File: src/rtl/eval_pkg.sv
// Types and constants shared between the eval stage and its operand feeder.
package eval_pkg;

  localparam int DATA_W = 8;

  typedef enum logic [1:0] {
    IDLE   = 2'd0,
    WAKE   = 2'd1,
    ACTIVE = 2'd2
  } feeder_state_t;

  typedef struct packed {
    logic [DATA_W-1:0] a;
    logic [DATA_W-1:0] b;
    logic              kernel;
  } op_entry_t;

endpackage

File: src/rtl/eval_op_fifo.sv
// Synchronous FIFO of op_entry_t with occupancy count; read data is shown
// combinationally from the head entry.
module eval_op_fifo
  import eval_pkg::*;
#(
  parameter int DEPTH = 4
) (
  input  logic                   clk,
  input  logic                   rst,
  input  logic                   i_push,
  input  logic                   i_pop,
  input  op_entry_t              i_wdata,
  output op_entry_t              o_rdata,
  output logic                   o_full,
  output logic                   o_empty,
  output logic [$clog2(DEPTH):0] o_count
);

  localparam int PTR_W = $clog2(DEPTH);
  localparam int CNT_W = PTR_W + 1;

  op_entry_t        r_mem [DEPTH];
  logic [PTR_W-1:0] r_wr_ptr;
  logic [PTR_W-1:0] r_rd_ptr;
  logic [CNT_W-1:0] r_count;
  logic             w_do_push;
  logic             w_do_pop;

  assign o_full    = (r_count == CNT_W'(DEPTH));
  assign o_empty   = (r_count == '0);
  assign w_do_push = i_push && !o_full;
  assign w_do_pop  = i_pop && !o_empty;
  assign o_rdata   = r_mem[r_rd_ptr];
  assign o_count   = r_count;

  // Storage is not reset; stale contents are unreachable once the pointers clear.
  always_ff @(posedge clk) begin
    if (w_do_push) begin
      r_mem[r_wr_ptr] <= i_wdata;
    end
  end

  always_ff @(posedge clk or posedge rst) begin
    if (rst) begin
      r_wr_ptr <= '0;
      r_rd_ptr <= '0;
      r_count  <= '0;
    end else begin
      if (w_do_push) begin
        r_wr_ptr <= r_wr_ptr + PTR_W'(1);
      end
      if (w_do_pop) begin
        r_rd_ptr <= r_rd_ptr + PTR_W'(1);
      end
      case ({w_do_push, w_do_pop})
        2'b10:   r_count <= r_count + CNT_W'(1);
        2'b01:   r_count <= r_count - CNT_W'(1);
        default: r_count <= r_count;
      endcase
    end
  end

endmodule

File: src/rtl/eval_operand_feeder.sv
// Operand feeder for the eval stage: buffers (a, b, kernel) entries, issues one
// per cycle, and gates the eval-stage clock through an IDLE/WAKE/ACTIVE controller.
module eval_operand_feeder
  import eval_pkg::*;
#(
  parameter int FIFO_DEPTH   = 4,
  parameter int IDLE_TIMEOUT = 8
) (
  input  logic                        clk,
  input  logic                        rst,
  input  logic                        i_in_valid,
  output logic                        o_in_ready,
  input  logic [DATA_W-1:0]           i_in_a,
  input  logic [DATA_W-1:0]           i_in_b,
  input  logic                        i_in_kernel,
  output logic [DATA_W-1:0]           o_data_in1,
  output logic [DATA_W-1:0]           o_data_in2,
  output logic                        o_kernel_enable,
  output logic                        o_issue_valid,
  output logic                        o_result_valid,
  output logic                        o_stage_clk_en,
  output logic [$clog2(FIFO_DEPTH):0] o_fifo_count
);

  localparam int             IC_W    = $clog2(IDLE_TIMEOUT);
  localparam logic [IC_W-1:0] IC_LAST = IC_W'(IDLE_TIMEOUT - 1);

  feeder_state_t   r_state;
  feeder_state_t   w_state_nxt;
  logic [IC_W-1:0] r_idle_cnt;

  op_entry_t   w_wdata;
  op_entry_t   w_rdata;
  logic        w_fifo_full;
  logic        w_fifo_empty;
  logic        w_push;
  logic        w_pop;

  logic [DATA_W-1:0] r_data_in1;
  logic [DATA_W-1:0] r_data_in2;
  logic              r_kernel_enable;
  logic              r_issue_valid;
  logic              r_result_valid;

  assign w_wdata    = '{a: i_in_a, b: i_in_b, kernel: i_in_kernel};
  // Ready stays low while reset is held so nothing is offered a handshake then.
  assign o_in_ready = !rst && !w_fifo_full;
  assign w_push     = i_in_valid && o_in_ready;
  assign w_pop      = (r_state == ACTIVE) && !w_fifo_empty;

  eval_op_fifo #(
    .DEPTH(FIFO_DEPTH)
  ) u_fifo (
    .clk     (clk),
    .rst     (rst),
    .i_push  (w_push),
    .i_pop   (w_pop),
    .i_wdata (w_wdata),
    .o_rdata (w_rdata),
    .o_full  (w_fifo_full),
    .o_empty (w_fifo_empty),
    .o_count (o_fifo_count)
  );

  always_comb begin
    w_state_nxt = r_state;
    case (r_state)
      IDLE:    if (!w_fifo_empty) w_state_nxt = WAKE;
      WAKE:    w_state_nxt = ACTIVE;
      ACTIVE:  if (w_fifo_empty && (r_idle_cnt == IC_LAST)) w_state_nxt = IDLE;
      default: w_state_nxt = IDLE;
    endcase
  end

  always_ff @(posedge clk or posedge rst) begin
    if (rst) begin
      r_state    <= IDLE;
      r_idle_cnt <= '0;
    end else begin
      r_state <= w_state_nxt;
      if ((r_state != ACTIVE) || !w_fifo_empty || (r_idle_cnt == IC_LAST)) begin
        r_idle_cnt <= '0;
      end else begin
        r_idle_cnt <= r_idle_cnt + IC_W'(1);
      end
    end
  end

  // Operands hold between issues so the eval inputs do not toggle needlessly.
  always_ff @(posedge clk or posedge rst) begin
    if (rst) begin
      r_data_in1      <= '0;
      r_data_in2      <= '0;
      r_kernel_enable <= 1'b0;
      r_issue_valid   <= 1'b0;
      r_result_valid  <= 1'b0;
    end else begin
      if (w_pop) begin
        r_data_in1      <= w_rdata.a;
        r_data_in2      <= w_rdata.b;
        r_kernel_enable <= w_rdata.kernel;
        r_issue_valid   <= 1'b1;
      end else begin
        r_kernel_enable <= 1'b0;
        r_issue_valid   <= 1'b0;
      end
      r_result_valid <= r_issue_valid;
    end
  end

  assign o_data_in1      = r_data_in1;
  assign o_data_in2      = r_data_in2;
  assign o_kernel_enable = r_kernel_enable;
  assign o_issue_valid   = r_issue_valid;
  assign o_result_valid  = r_result_valid;
  assign o_stage_clk_en  = (r_state != IDLE);

endmodule

File: config.mk
export PLATFORM = sky130hd
export DESIGN_NAME = eval_operand_feeder
export DESIGN_NICKNAME = d
export VERILOG_FILES = /design/src/rtl/eval_pkg.sv /design/src/rtl/eval_op_fifo.sv /design/src/rtl/eval_operand_feeder.sv
export SDC_FILE = /design/constraint.sdc
export NUM_CORES = 1
export LEC_CHECK = 0
export ABC_AREA = 1
export CORE_UTILIZATION = 56
export DETAILED_ROUTE_END_ITERATION = 10
export GPL_ROUTABILITY_DRIVEN = 1
export HOLD_SLACK_MARGIN = 0.05
export PLACE_DENSITY_LB_ADDON = 0.15
export SETUP_SLACK_MARGIN = 0.2
export SLEW_MARGIN = 20
export SYNTH_ARGS = -nofsm -noshare
export SYNTH_HDL_FRONTEND = slang
export SYNTH_SLANG_ARGS = --single-unit
File: constraint.sdc
create_clock -name clk -period 2.25 [get_ports clk]
set_input_delay 0.225 -clock clk [delete_from_list [all_inputs] [get_ports clk]]
set_output_delay 0.225 -clock clk [all_outputs]
set_load 0.02 [all_outputs]
==> run_results.csv, run 1 <==
group,metric,value,unit
pwr,seq_power_share,40.1,%
synthesis,synth-xor-area-share,0.8168,%
timing,final.period_utilization,83.20,%
final_layout,fin_area,5072,sq um
timing,maxSlewHeadroom,70.51,%
drt,ant_nets,0,
timing,finalCriticalPeriod,1.872,ns
synthesis,syn_area,4289,sq um
synthesis,synth_edf_count,68,
synthesis,synth_top_area_cell,"edfxtp_1",
final_layout,drive_above_1_share,11.40,%
critical_path,path_cells,"nor2_2 > nand2_4 > inv_6 > ha_1 > inv_1 > fa_1 > nand2_1 > nand3_1 > xor2_1",
floorplan,start_util,58.51,%
timing,rsz0062_at_grt,"no",
synthesis,ys_seq_area_share,65.69,%
place,placed_cell_area,4811,sq um
synthesis,synth.avg_cell_area,10.46,sq um
synthesis,yosysWarnings,0,
synthesis,ys_seq_elements,99,
synthesis,synth_top_family_by_area,"simple AND/OR/NAND/NOR gates",
cts,insertion_delay,0.36,ns
cts,clk_pin_slew,0.09,ns
run_status,outcome,"complete, no violations",
critical_path,worst_setup_path_end_kind,"flip-flop",
synthesis,synthCells,410,
synthesis,synth.area.top_cells,"edfxtp_1, dfrtp_1, nand2_1",
pwr,ir_worst_vdd,0.0005420,V
pwr,p_sw,2.277,mW
timing,tightest_slew,0.4424,ns
place,place.port_buffers,43,
timing,hold_viol,0,
synthesis,synth_cell_types,28,
cts,post_cts_resized,0,
final_layout,area_delta_synth_final,18.26,%
drt,drtIter0Drc,141,
final_layout,fin_nets,488,
floorplan,chipWidth,89.52,um
drt,viasPerCell,4.872,
grt,track_usage,22.06,%
cts,cts_hold_buf,0,
cts,cts_setup_buffers,0,
grt,grt.busiest_layer,"met2",
critical_path,start_kind,"flip-flop",
grt,antenna_found_initial,0,
grt,grt_pass1_vias,2652,
grt,overflow,0,
cts,numCtsBuffers,9,
timing,slew_violations,0,
grt,use_met3,5.448,%
pwr,power_density,1262,nW/um^2
critical_path,slowest_stage,"dfrtp_1",
critical_path,max_stage_delay,0.43,ns
timing,fmax,534.2,MHz
synthesis,muxShareOfSynthArea,0,%
timing,fin_hold_ws,0.3995,ns
synthesis,synth_top_area_share,47.61,%
critical_path,path_buf_inv,2,
critical_path,critPathTopFamily,"adder cells",
pwr,p_int,4.123,mW
grt,grt_use_met1,24.41,%
cts,cts_tree,"built",
cts,root_buffer,"clkbuf_8",
synthesis,synth_fp_nets,438,
pwr,combPwrFrac,37.6,%
synthesis,synth-adder-area-share,2.509,%
final_layout,insertedDiodeCount,0,
hold_path,hp-class,"reg2reg",
floorplan,row_count,31,
synthesis,async_flop_share,31.31,%
drt,firstDrtPassIters,4,
place,gp_congestion,0.7482,
timing,clock_skew,0.007553,ns
critical_path,worstSetupPathType,"reg2reg",
drt,drc,0,
cts,cts_buffer_depth,2,
run,max_cap_violations,0,
grt,grt_pass1_wl,12.53,mm
pwr,p_sw_share,35.58,%
synthesis,synth-simple-area-share,19.81,%
cts,cts_max_level,3,
grt,grt_use_met2,40.11,%
critical_path,cp.required,2.50,ns
pwr,leakagePower,2.341,nW
critical_path,cp.arrival,2.12,ns
drt,wirelength,7.752,mm
drt,wire_per_inst,13.74,um
floorplan,die_h,89.52,um
pwr,p_clk_share,22.2,%
synthesis,synth_compound_area_share,0.5834,%
synthesis,ys.flop_type,"edfxtp_1",
place,hpwlAfterDp,4.716,mm
floorplan,core,7331,sq um
timing,final.setup.tns,0,ns
cts,numClockSinks,99,
grt,grt_max_degree,36,
floorplan,dieArea,8013,sq um
timing,setup_viol,0,
drt,vias,2748,
critical_path,worstPathMaxFanout,18,
floorplan,ios,44,
cells in the mapped netlist (3+ instances only):
library cell and count:
inv_2 3, buf_6 3, ha_1 7, dfrtp_1 31
inv_1 81, nand2_1 132, nand3_1 34, edfxtp_1 68
nor2_1 8, nand3_2 3, buf_4 7, nand2_2 12
stage by stage:
stage / util, % / power (mW) / worst slack [ns] / cells
3_3_place_gp: 65.63 / 4.958 / 0.2046 / 548
2_1_floorplan: - / 4.298 / 0.2254 / 410
5_1_grt: 69.19 / 6.842 / 0.2082 / 564
4_1_cts: 69.12 / 6.463 / 0.3127 / 564
6_report: 69.19 / 6.401 / 0.3780 / 564
3_5_place_dp: 65.63 / 5.028 / 0.1378 / 548
final timing paths:
kind                                                  endpoint  cells after the start               startpoint  slack (ns)
worst max-delay path             u_fifo.o_count[2]$_DFFE_PP0P_                      9   r_state[0]$_DFFE_PP0P_        0.38
worst min-delay path                  o_result_valid$_DFF_PP0_                      0  o_issue_valid$_DFF_PP0_        0.40
worst max register to register   u_fifo.o_count[2]$_DFFE_PP0P_                      9   r_state[0]$_DFFE_PP0P_        0.38
worst min register to register        o_result_valid$_DFF_PP0_                      0  o_issue_valid$_DFF_PP0_        0.40
max in group asynchronous       u_fifo.r_rd_ptr[0]$_DFFE_PP0P_                      3                      rst        1.52
min in group asynchronous        u_fifo.o_count[2]$_DFFE_PP0P_                      3                      rst        0.42
worst register-to-register path, cell delays in order (launching register included):
cell,delay [ns]
dfrtp_1,0.43
nor2_2,0.17
nand2_4,0.08
inv_6,0.14
ha_1,0.20
inv_1,0.07
fa_1,0.38
nand2_1,0.08
nand3_1,0.08
xor2_1,0.14
kinds of logic after synthesis:
logic type	count (synthesis)
buffers and inverters	99
AO/OA/AOI/OAI	4
adder cells (fa/ha/maj)	8
AND/OR/NAND/NOR	196
XOR/XNOR	4
flip-flops	99
layer usage:
layer | share of wire, % | up-vias
li1 | - | 1362
met1 | 41 | 1310
met2 | 52 | 65
met3 | 5.0 | 11
met4 | 1.9 | 0
met5 | 0 | -
cell type report:
| type | count | area (sq um) |
|---|---|---|
| Sequential cell | 99 | 2818 |
| Fill cell | 517 | 2258 |
| Multi-Input combinational cell | 212 | 1040 |
| Timing Repair Buffer | 52 | 498.0 |
| Inverter | 86 | 336.6 |
| Clock buffer | 11 | 131.4 |
| Clock inverter | 5 | 125.1 |
| Tap cell | 99 | 123.9 |
power by group through the flow:
stage / Combinational [mW] / Clock, mW / Sequential (mW)
after floorplan: 1.51 / 0 / 2.79
after global placement: 2.36 / 0 / 2.60
after detailed placement: 2.42 / 0 / 2.61
after CTS: 2.44 / 1.45 / 2.57
after global routing: 2.71 / 1.52 / 2.61
final: 2.41 / 1.42 / 2.57
sequential cells by signal, indices dropped and copies added (netlist names):
signal           flops
u_fifo.r_mem        68
o_data_in1           8
o_data_in2           8
r_idle_cnt           3
u_fifo.o_count       3
r_state              2
u_fifo.r_rd_ptr      2
u_fifo.r_wr_ptr      2
o_issue_valid        1
o_kernel_enable      1
o_result_valid       1
cells in the final DEF, fill, tap and decap left out, types with 2 or more instances in the layout:
cell,count
nand2_1,132
inv_1,80
edfxtp_1,68
clkdlybuf4s50_1,43
nand3_1,33
dfrtp_1,31
nand2_2,12
clkbuf_8,9
buf_4,9
ha_1,7
nor2_2,5
nor2_1,4
bufinv_16,4
inv_2,3
nand3_2,3
inv_6,2
nand4_1,2
xnor2_1,2
xor2_1,2
clkbuf_1,2
(Power assumes the default switching activity.)
==> run 2, diff against run 1 <==
==> constraint.sdc (replaced) <==
create_clock -name clk -period 1.9 [get_ports clk]
set_input_delay 0.19 -clock clk [delete_from_list [all_inputs] [get_ports clk]]
set_output_delay 0.19 -clock clk [all_outputs]
set_load 0.02 [all_outputs]
==> run_results.csv, run 2 (synthesis gave the netlist of run 1 again) <==
group,metric,value,unit
run_status,outcome,"complete, no violations",
pwr,ir_worst_vdd,0.0006584,V
floorplan,dieArea,8013,sq um
drt,vias,2678,
hold_path,hp-class,"in2async",
timing,finalCriticalPeriod,1.656,ns
final_layout,finalNonFillerCells,572,
critical_path,cp.arrival,1.94,ns
floorplan,ios,44,
timing,clock_skew,0.01073,ns
grt,track_usage,21.40,%
critical_path,start_kind,"flip-flop",
timing,final.period_utilization,87.14,%
grt,grt_pass1_vias,2671,
cts,cts_hold_buf,0,
critical_path,worstSetupPathType,"reg2reg",
drt,ant_nets,0,
timing,final.setup.tns,0,ns
grt,grt_pass1_wl,12.25,mm
timing,slew_violations,0,
timing,rsz0062_at_grt,"yes",
critical_path,cp.required,2.19,ns
final_layout,final.fill_count,545,
cts,numClockSinks,99,
final_layout,area_delta_synth_final,19.14,%
grt,overflow,0,
timing,setup_viol,0,
final_layout,largest_register,"u_fifo.r_mem",
floorplan,core,7331,sq um
final_layout,drive_above_1_share,14.16,%
timing,hold_viol,0,
final_layout,final_common_cell,"nand2_1",
pwr,total_power,7.388,mW
place,place.port_buffers,43,
place,gp_congestion,0.7455,
cts,root_buffer,"clkbuf_8",
floorplan,chipWidth,89.52,um
drt,viasPerCell,4.682,
drt,firstDrtPassIters,4,
cts,numCtsBuffers,9,
pwr,leakagePower,2.350,nW
floorplan,die_h,89.52,um
timing,tightest_slew,0.5399,ns
place,hpwlAfterDp,4.824,mm
timing,maxSlewHeadroom,64.01,%
timing,fmax,604.0,MHz
grt,antenna_found_initial,0,
place,post-place-cells,554,
final_layout,final_cell_mix,"nand2_1, inv_1, edfxtp_1",
cts,cts_max_level,3,
critical_path,worst_setup_path_end_kind,"flip-flop",
drt,drtIter0Drc,95,
drt,wire_per_inst,13.38,um
drt,wirelength,7.653,mm
cts,clk_pin_slew,0.10,ns
final_layout,insertedDiodeCount,0,
critical_path,worstPathMaxFanout,4,
grt,grt_max_degree,36,
final_layout,fin_nets,496,
floorplan,row_count,31,
cts,cts_tree,"built",
cts,insertion_delay,0.36,ns
cts,cts_buffer_depth,2,
final_layout,largest_reg_flops,68,
pwr,power_density,1446,nW/um^2
drt,drc,0,
run,max_cap_violations,0,
final_layout,final_util,69.70,%
floorplan,start_util,58.51,%
## run 2: cell types whose count changed in the layout (fill, tap and decap cells not counted), moves of 2 or more
cell | previous run | this run
buf_4 | 9 | 16
bufinv_16 | 4 | 1
clkbuf_1 | 2 | 0
clkdlybuf4s50_1 | 43 | 41
clkinvlp_4 | 1 | 3
dlygate4sd2_1 | 0 | 2
inv_6 | 2 | 4
## run 2: metal layers
layer	track usage, %	vias to the layer above	share of wire, %
li1	-	1377	-
met3	4.432	13	3.3
met1	26.04	1235	45
met2	37.75	53	51
met4	7.937	0	1.1
met5	0	-	0
## run 2: final timing paths
check / startpoint / end / slack, ns / cells past startpoint
max reg2reg: u_fifo.o_count[1]$_DFFE_PP0P_ / u_fifo.o_count[2]$_DFFE_PP0P_ / 0.24 / 10
max in group asynchronous: rst / u_fifo.o_count[2]$_DFFE_PP0P_ / 1.20 / 3
min: rst / u_fifo.o_count[1]$_DFFE_PP0P_ / 0.37 / 3
max: u_fifo.o_count[1]$_DFFE_PP0P_ / u_fifo.o_count[2]$_DFFE_PP0P_ / 0.24 / 10
min reg2reg: o_issue_valid$_DFF_PP0_ / o_result_valid$_DFF_PP0_ / 0.38 / 0
min in group clk: o_issue_valid$_DFF_PP0_ / o_result_valid$_DFF_PP0_ / 0.38 / 0
## run 2: stage by stage
step | instance area, sq um | hold WS [ns] | setup slack (ns)
2_1_floorplan | 4325 | 0.1364 | -0.02486
3_3_place_gp | 4883 | 0.3601 | 0.03530
5_1_grt | 5110 | 0.3949 | 0.1598
4_1_cts | 5086 | 0.3881 | 0.2014
6_report | 5110 | 0.3730 | 0.2443
3_5_place_dp | 4883 | 0.3703 | 0.02159
## run 2: critical path, cell delays in order (launching register included)
cell and delay, ns:
dfrtp_1 0.41, inv_2 0.12, nand3_4 0.11, nand3_4 0.08, ha_4 0.14, inv_2 0.04, fa_2 0.35, inv_1 0.06
nand2_1 0.04, nand3_1 0.09, xor2_1 0.14
## run 2: area by class of cell
class                   count  area (sq um)  share of cell area [%]
clock buffers               9         123.9                   2.424
clock inverters             7         76.32                   1.494
inverters                  86         336.6                   6.587
multi-input cells         212          1062                   20.79
flip-flops and latches     99          2819                   55.17
well taps                  99         123.9                   2.424
repair buffers             60         568.0                   11.12
## run 2: power by group
| group | internal [mW] | total, mW | leakage (nW) | switching (mW) |
|---|---|---|---|---|
| Sequential | 2.78 | 3.04 | 0.985 | 0.265 |
| Combinational | 1.19 | 3.00 | 1.27 | 1.81 |
| Clock | 0.617 | 1.34 | 0.0962 | 0.727 |
| Total | 4.58 | 7.39 | 2.35 | 2.81 |
## run 2: repair_timing
item,in CTS,in global routing
resized for setup,3,2
pin swaps,0,1
endpoints found under the hold margin,0,0
setup buffers,0,2
endpoints found under the setup margin,3,2
==> run 3, diff against run 2 <==
--- a/config.mk
+++ b/config.mk
@@ -6,7 +6,7 @@
 export NUM_CORES = 1
 export LEC_CHECK = 0
 export ABC_AREA = 1
-export CORE_UTILIZATION = 56
+export CORE_UTILIZATION = 50
 export DETAILED_ROUTE_END_ITERATION = 10
 export GPL_ROUTABILITY_DRIVEN = 1
 export HOLD_SLACK_MARGIN = 0.05
==> run_results.csv, run 3 (synthesis gave the netlist of run 1 again) <==
group,metric,value,unit
run_status,outcome,"complete, no violations",
timing,final.setup.tns,0,ns
place,hpwlAfterDp,5.098,mm
timing,maxSlewHeadroom,64.65,%
floorplan,start_util,51.94,%
cts,numCtsBuffers,9,
drt,ant_nets,0,
cts,cts_hold_buf,0,
timing,final.period_utilization,86.87,%
timing,finalCriticalPeriod,1.651,ns
place,gp_congestion,0.7252,
pwr,power_density,1443,nW/um^2
timing,tightest_slew,0.5303,ns
final_layout,fin_area,5202,sq um
place,placed_cell_area,4928,sq um
drt,wire_per_inst,13.82,um
floorplan,row_count,33,
cts,numClockSinks,99,
cts,root_buffer,"clkbuf_8",
grt,antenna_found_initial,0,
timing,slew_violations,0,
grt,grt_use_met2,35.25,%
floorplan,chipWidth,94.62,um
timing,setup_viol,0,
cts,insertion_delay,0.36,ns
timing,clock_skew,0.01050,ns
grt,track_usage,20.38,%
final_layout,largest_reg_flops,68,
drt,vias,2785,
critical_path,cp.arrival,1.90,ns
run,max_cap_violations,0,
final_layout,insertedDiodeCount,0,
drt,viasPerCell,4.785,
timing,post-route-worst-setup-slack,0.2494,ns
grt,grt_pass1_wl,13.35,mm
cts,cts_tree,"built",
critical_path,cp.required,2.15,ns
timing,fmax,605.8,MHz
final_layout,fin_nets,501,
floorplan,core,8258,sq um
timing,fin_hold_ws,0.3697,ns
grt,grt.busiest_layer,"met2",
critical_path,worstSetupPathType,"reg2reg",
drt,drtIter0Drc,99,
cts,cts_buffer_depth,2,
grt,use_met3,3.301,%
critical_path,rr_worst_depth,9,
grt,overflow,0,
place,pre_cts_ws,0.01145,ns
grt,grt_max_degree,36,
floorplan,dieArea,8953,sq um
drt,drc,0,
timing,rsz0062_at_grt,"yes",
place,place.port_buffers,43,
cts,cts_max_level,3,
floorplan,die_h,94.62,um
final_layout,area_delta_synth_final,21.30,%
critical_path,worstPathMaxFanout,4,
hold_path,hp-class,"in2async",
drt,wirelength,8.045,mm
critical_path,worst_setup_path_end_kind,"flip-flop",
grt,grt_use_met1,24.83,%
pwr,ir_worst_vdd,0.0005907,V
final_layout,drive_above_1_share,15.09,%
critical_path,r2r_setup_slack,0.25,ns
pwr,leakagePower,2.386,nW
final_layout,final_common_cell,"nand2_1",
grt,grt_pass1_vias,2802,
critical_path,start_kind,"flip-flop",
final_layout,final_cell_mix,"nand2_1, inv_1, edfxtp_1",
floorplan,ios,44,
timing,hold_viol,0,
final_layout,largest_register,"u_fifo.r_mem",
drt,firstDrtPassIters,5,
cts,clk_pin_slew,0.10,ns
==> run 3: path summary, 6_finish.rpt <==
path | start | to
worst min register to register | o_issue_valid$_DFF_PP0_ | o_result_valid$_DFF_PP0_
min in group clk | o_issue_valid$_DFF_PP0_ | o_result_valid$_DFF_PP0_
worst min-delay path | rst | o_data_in2[3]$_DFFE_PP0P_
max in group asynchronous | rst | u_fifo.o_count[2]$_DFFE_PP0P_
worst max-delay path | u_fifo.o_count[1]$_DFFE_PP0P_ | u_fifo.o_count[2]$_DFFE_PP0P_
worst max register to register | u_fifo.o_count[1]$_DFFE_PP0P_ | u_fifo.o_count[2]$_DFFE_PP0P_
==> run 3: layout make-up <==
cell class | count | area (sq um)
Timing Repair Buffer | 65 | 643.1
Fill cell | 658 | 3055
Clock inverter | 5 | 62.56
Inverter | 86 | 336.6
Tap cell | 105 | 131.4
Multi-Input combinational cell | 212 | 1072
Sequential cell | 99 | 2819
Clock buffer | 10 | 137.6
==> run 3: per-layer routing <==
layer	vias up	routed length (um)
li1	1387	-
met5	-	0
met3	16	302
met1	1319	3508
met4	0	161
met2	63	4073
==> run 3: critical path, stage by stage (launching register included) <==
cell,delay (ns)
dfrtp_1,0.41
inv_2,0.13
nand3_4,0.10
nand3_4,0.08
ha_4,0.13
inv_2,0.04
fa_2,0.35
nand2_1,0.08
nand3_2,0.06
xor2_1,0.15
==> run 3: what timing repair did <==
action | in CTS | in global routing
gates resized for setup | 3 | 4
setup endpoints to repair | 4 | 1
endpoints found under the hold margin | 0 | 0
pin swaps | 0 | 3
buffers inserted | 2 | 5
==> run 3: power by group <==
group	internal (mW)	leakage, nW	total [mW]	switching, mW
combinational	1.27	1.31	3.12	1.84
sequential	2.78	0.985	3.02	0.244
clock	0.644	0.0950	1.37	0.724
==> run 3: through the flow <==
step | total power, mW | std cells | util [%]
2_1_floorplan | 5.125 | 410 | -
3_3_place_gp | 6.031 | 560 | 59.68
3_5_place_dp | 6.096 | 560 | 59.68
4_1_cts | 7.502 | 577 | 62.32
5_1_grt | 8.054 | 582 | 63.00
6_report | 7.506 | 582 | 63.00
==> RTL change 1: new RTL, config.mk and constraints of run 3 <==
Put a register stage on the output `o_fifo_count`, with the module's reset. The value now appears one clock later. The other outputs are not delayed to match.
--- a/src/rtl/eval_operand_feeder.sv
+++ b/src/rtl/eval_operand_feeder.sv
@@ -24,6 +24,8 @@
 
   localparam int             IC_W    = $clog2(IDLE_TIMEOUT);
   localparam logic [IC_W-1:0] IC_LAST = IC_W'(IDLE_TIMEOUT - 1);
+
+  logic [$clog2(FIFO_DEPTH):0] o_fifo_count_d;
 
   feeder_state_t   r_state;
   feeder_state_t   w_state_nxt;
@@ -59,7 +61,7 @@
     .o_rdata (w_rdata),
     .o_full  (w_fifo_full),
     .o_empty (w_fifo_empty),
-    .o_count (o_fifo_count)
+    .o_count (o_fifo_count_d)
   );
 
   always_comb begin
@@ -115,5 +117,13 @@
   assign o_result_valid  = r_result_valid;
   assign o_stage_clk_en  = (r_state != IDLE);
 
+  always_ff @(posedge clk or posedge rst) begin
+    if (rst) begin
+      o_fifo_count <= '0;
+    end else begin
+      o_fifo_count <= o_fifo_count_d;
+    end
+  end
+
 endmodule
 
Behaviour: not the same (Yosys sat finds a counterexample within 4 cycles, from zero or initial values and one cycle with rst high).
==> RTL change 1 against run 3 <==
Wire length down 3.8%; global-route usage down 0.94 points; sequential cell count up 3; highest routed layer unchanged; area after synthesis up 1.8%; clock skew about the same; power down 1.1%; clock power down 11%; critical endpoint unchanged; setup slack worse by 0.052 ns; final area up 0.17%; hold slack better by 0.0088 ns; first-iteration DRC count up 16%.
==> RTL change 1: results (changes against run 3) <==
syn nets 441 (+0.68%); fin nets 498 (-0.60%); Max stage delay on crit path 0.41 ns (about the same); Root Buffer clkbuf_8; worst min-delay path category flip-flop to flip-flop; r2r worst-path depth 9 (unchanged); largest net degree at the start of global routing 37 (+2.8%); Power Clock 1.22 mW (-11%); hold path startpoint o_issue_valid$_DFF_PP0_; Routed WL 7743 µm (-3.8%); placed cell areas 4974 µm² (+0.91%); filler cell count 683 (+3.8%); Synth top cells by count nand2_1, inv_1, edfxtp_1; DR pass1 iterations 4 (-1); P_comb 3.12 mW (about the same); gr usage total 19.45% (-0.94 points); Post-route DRC 0 (unchanged); initial DRC count 115 (+16%); H-tree levels 3 (unchanged); Worst R2R Setup Slack 0.20 ns (-0.05 ns); worst slew pin tran 0.4771 ns (-0.05317 ns); gp weighted congestion 0.6968 (-3.9%); vias in the first global route 2,761 (-1.5%); Leak Pwr 2.384 nW (about the same); CP arrival 1.95 ns (+0.05 ns); peak supply drop 0.6353 mV (+7.5%); clock buffer depth 2 (unchanged); Sw Pwr 2.791 mW (-0.66%); max reg flops 68 (unchanged); Worst Clk Skew 0.01091 ns (+0.0004124 ns); Seq/Total Area, Yosys 66.28% (+0.59 points); final core utilization 62.48% (-0.52 points); status completed; Yosys warnings 0 (unchanged); HPWL after DPL 4752 µm (-6.8%); Synth area leaders edfxtp_1, dfrtp_1, nand2_1; vias per cell 4.729 (-1.2%); reg-to-reg endpoint u_fifo.o_count[2]$_DFFE_PP0P_; largest register by flop count u_fifo.r_mem; Clk Latency, worst-skew pair 0.35 ns; ys async rst share 33.33% (+2.0 points); layout cells sized above 1 13.89% (-1.2 points); hold endpoint o_result_valid$_DFF_PP0_; PortBufs 43 (unchanged); first-pass GRT wire length 12,720 µm (-4.8%)
-- RTL change 1: cell types whose count changed in the layout (fill, tap and decap cells not counted), moves of 2 or more --
| cell | before | now |
|---|---|---|
| clkinvlp_4 | 3 | 1 |
| buf_4 | 18 | 12 |
| dfrtp_1 | 30 | 33 |
| clkbuf_1 | 0 | 2 |
-- RTL change 1: worst max-delay path: cells and delay by family (launching register included) --
kind,cells,cell delay (ns)
buf+inv,2,0.18
flops,1,0.41
fa+ha+maj,2,0.49
simple gates,4,0.34
xor+xnor,1,0.16
-- RTL change 1: layer usage --
| metal | up-vias | track usage [%] | share of wire, % |
|---|---|---|---|
| met5 | - | 0 | 0 |
| met4 | 0 | 7.711 | 1.2 |
| met1 | 1290 | 21.88 | 44 |
| met2 | 58 | 35.00 | 51 |
| li1 | 1387 | - | - |
| met3 | 8 | 5.104 | 3.8 |
-- RTL change 1: metrics by stage --
stage	hold WS [ns]	std cells	setup slack (ns)	total power, mW
CTS	0.3817	576	0.2042	7.411
floorplan	0.1554	413	-0.08084	5.229
finish	0.3785	580	0.1973	7.422
global placement	0.3604	559	0.01904	6.092
global route	0.3843	580	0.1090	7.983
detailed placement	0.3610	559	-0.03309	6.172
-- RTL change 1: timing repair --
action	in CTS	in global routing
setup buffers	1	4
resized for setup	3	7
hold endpoints to repair	0	0
pin swaps	0	2
gates cloned	0	0
endpoints found under the setup margin	3	2
-- RTL change 1: cell type report --
cell class / count / share of cell area [%]
Inverter: 86 / 6.459
Multi-Input combinational cell: 212 / 20.62
Timing Repair Buffer: 59 / 11.48
Sequential cell: 102 / 55.53
Tap cell: 105 / 2.521
Clock buffer: 12 / 2.785
Clock inverter: 4 / 0.6002
-- RTL change 1: cells by family after synthesis --
logic type,count (synthesis),synth area share [%]
adder cells (fa/ha/maj),8,2.466
flip-flops,102,66.28
buffers and inverters,99,10.41
XOR/XNOR,4,0.8029
AO/OA/AOI/OAI,4,0.5733
AND/OR/NAND/NOR,196,19.47
-- RTL change 1: worst max path at each step --
stage	startpoint	endpoint	slack, ns	depth (start not counted)
4_1_cts	u_fifo.o_count[0]$_DFFE_PP0P_	u_fifo.o_count[2]$_DFFE_PP0P_	0.20	10
3_3_place_gp	rst	u_fifo.o_count[2]$_DFFE_PP0P_	0.02	10
6_report	u_fifo.o_count[1]$_DFFE_PP0P_	u_fifo.o_count[2]$_DFFE_PP0P_	0.20	9
2_1_floorplan	rst	u_fifo.o_count[2]$_DFFE_PP0P_	-0.08	8
3_5_place_dp	rst	u_fifo.o_count[2]$_DFFE_PP0P_	-0.03	10
5_1_grt	u_fifo.o_count[0]$_DFFE_PP0P_	u_fifo.o_count[2]$_DFFE_PP0P_	0.11	10
==> RTL change 2: new RTL, config.mk and constraints of run 3 <==
Made on the original files. Set the parameter `FIFO_DEPTH` to 2 (it was 4).
--- a/src/rtl/eval_operand_feeder.sv
+++ b/src/rtl/eval_operand_feeder.sv
@@ -3,7 +3,7 @@
 module eval_operand_feeder
   import eval_pkg::*;
 #(
-  parameter int FIFO_DEPTH   = 4,
+  parameter int FIFO_DEPTH   = 2,
   parameter int IDLE_TIMEOUT = 8
 ) (
   input  logic                        clk,
Ports: changed (resized o_fifo_count); port bits go from 44 to 43. The function was not compared with the original's and may differ.
==> RTL change 2 against run 3 <==
The flow now finishes with violations (design-rule violations); fmax increased by 1.4%; area after synthesis decreased by 44%; power decreased by 35%; count of clock-buffer cells in the layout increased by 5; register-to-register slack improved by 0.18 ns; sequential cell count decreased by 37; final area decreased by 41%; setup slack improved by 0.022 ns; synthesized cell count decreased by 48%; first-iteration DRC count decreased by 41%; sequential share of layout area increased by 1.7 points; wire length decreased by 51%; critical path type is now flip-flop to primary output; largest cell class unchanged; highest routed layer unchanged.
==> RTL change 2: results (changes against run 3) <==
status finished, violations left; failing checks design-rule violations; met3 Use GR 5.271% (+2.0 points); Worst R2R Setup Slack 0.43 ns (+0.18 ns); Leak Pwr 1.387 nW (-42%); max reg flops 34 (-50%); vias per cell 4.855 (+1.5%); vias in the first global route 1,612 (-42%); slowest stage cell, crit path clkdlybuf4s50_1; gr usage total 18.51% (-1.9 points); GRT met2 Usage 32.38% (-2.9 points); Setup Buffers After CTS 0 (-2); Clk Latency, worst-skew pair 0.33 ns (-0.03 ns); r2r worst-path depth 8 (-1); Synth top cells by count nand2_1, edfxtp_1, dfrtp_1; clock transition at the registers of the reported paths 0.07 ns (-0.03 ns); fin nets 290 (-42%); Top delay family on crit path buffers and inverters; layout cells sized above 1 9.926% (-5.2 points); number of flops mapped to enable cells by yosys 34 (-50%); initial DRC count 58 (-41%); met1 Track Usage GR 19.04% (-5.8 points); largest net degree at the start of global routing 29 (-19%); P_comb 1.86 mW (-40%); R2R Path Start u_fifo.o_count[0]$_DFFE_PP0P_; Hold WS 0.3469 ns (-0.02278 ns); CP arrival 1.44 ns (-0.46 ns); Setup crit end o_fifo_count[1]; Avg WL per Cell 12.12 µm (-12%); Max stage delay on crit path 0.65 ns (+0.24 ns); gp weighted congestion 0.6831 (-5.8%); post-route insts no fill 324 (-44%); Yosys warnings 0 (unchanged); ys async rst share 45.16% (+14 points); Net Sw Frac 35.44% (-2.0 points); Netlist cell types 19 (-32%); post-CTS resize count 1 (-2); HPWL after DPL 2517 µm (-51%); power share of the combinational group 38.3% (-3.2 points); Power Clock 1.03 mW (-25%); clock buffer depth 2 (unchanged); first-pass GRT wire length 6775 µm (-49%); Seq/Total Area, Yosys 71.89% (+6.2 points); placed cell areas 2898 µm² (-41%); worst slew pin tran 0.3544 ns (-0.1759 ns); DR pass1 iterations 7 (+2); Post-route DRC 3 (+3); # placed instances 308 (-45%); FMAX 614.0 MHz (+1.4%); syn nets 237 (-46%); peak supply drop 0.7016 mV (+19%); reg-to-reg endpoint u_fifo.o_count[1]$_DFFE_PP0P_; PortBufs 42 (-2.3%); Synth area leaders edfxtp_1, dfrtp_1, nand2_1; synthesized instance count 214 (-48%); worst-path fanout max 6 (+2); Setup WS pre-CTS 0.2212 ns (+0.2097 ns); filler cell count 329 (-50%)
RTL change 2: cell count changes after synthesis, moves of 4 or more:
cell      change
buf_4         -6
inv_1        -68
edfxtp_1     -34
nand3_1      -30
ha_1          -4
nand2_2      -11
nand2_1      -21
RTL change 2: cell type report:
cell class              count  area, µm²  share of cell area (%)
flip-flops and latches     62       1723                   55.91
multi-input cells         132      580.6                   18.84
repair buffers             47      471.7                   15.31
clock buffers              15      176.4                   5.725
well taps                  52      65.06                   2.111
inverters                  15      60.06                   1.949
clock inverters             1      5.005                  0.1624
RTL change 2: per-layer routing:
| layer | share of wire, % | vias up |
|---|---|---|
| met5 | 0 | - |
| met3 | 4.2 | 7 |
| met2 | 52 | 43 |
| li1 | - | 790 |
| met4 | 1.6 | 0 |
| met1 | 42 | 733 |
RTL change 2: cell families after synthesis:
group	Yosys count	synth area share, %
compound gates	2	0.4180
xor+xnor	1	0.3658
fa+ha+maj	3	1.568
buf+inv	20	4.180
flops	62	71.89
simple gates	126	21.58
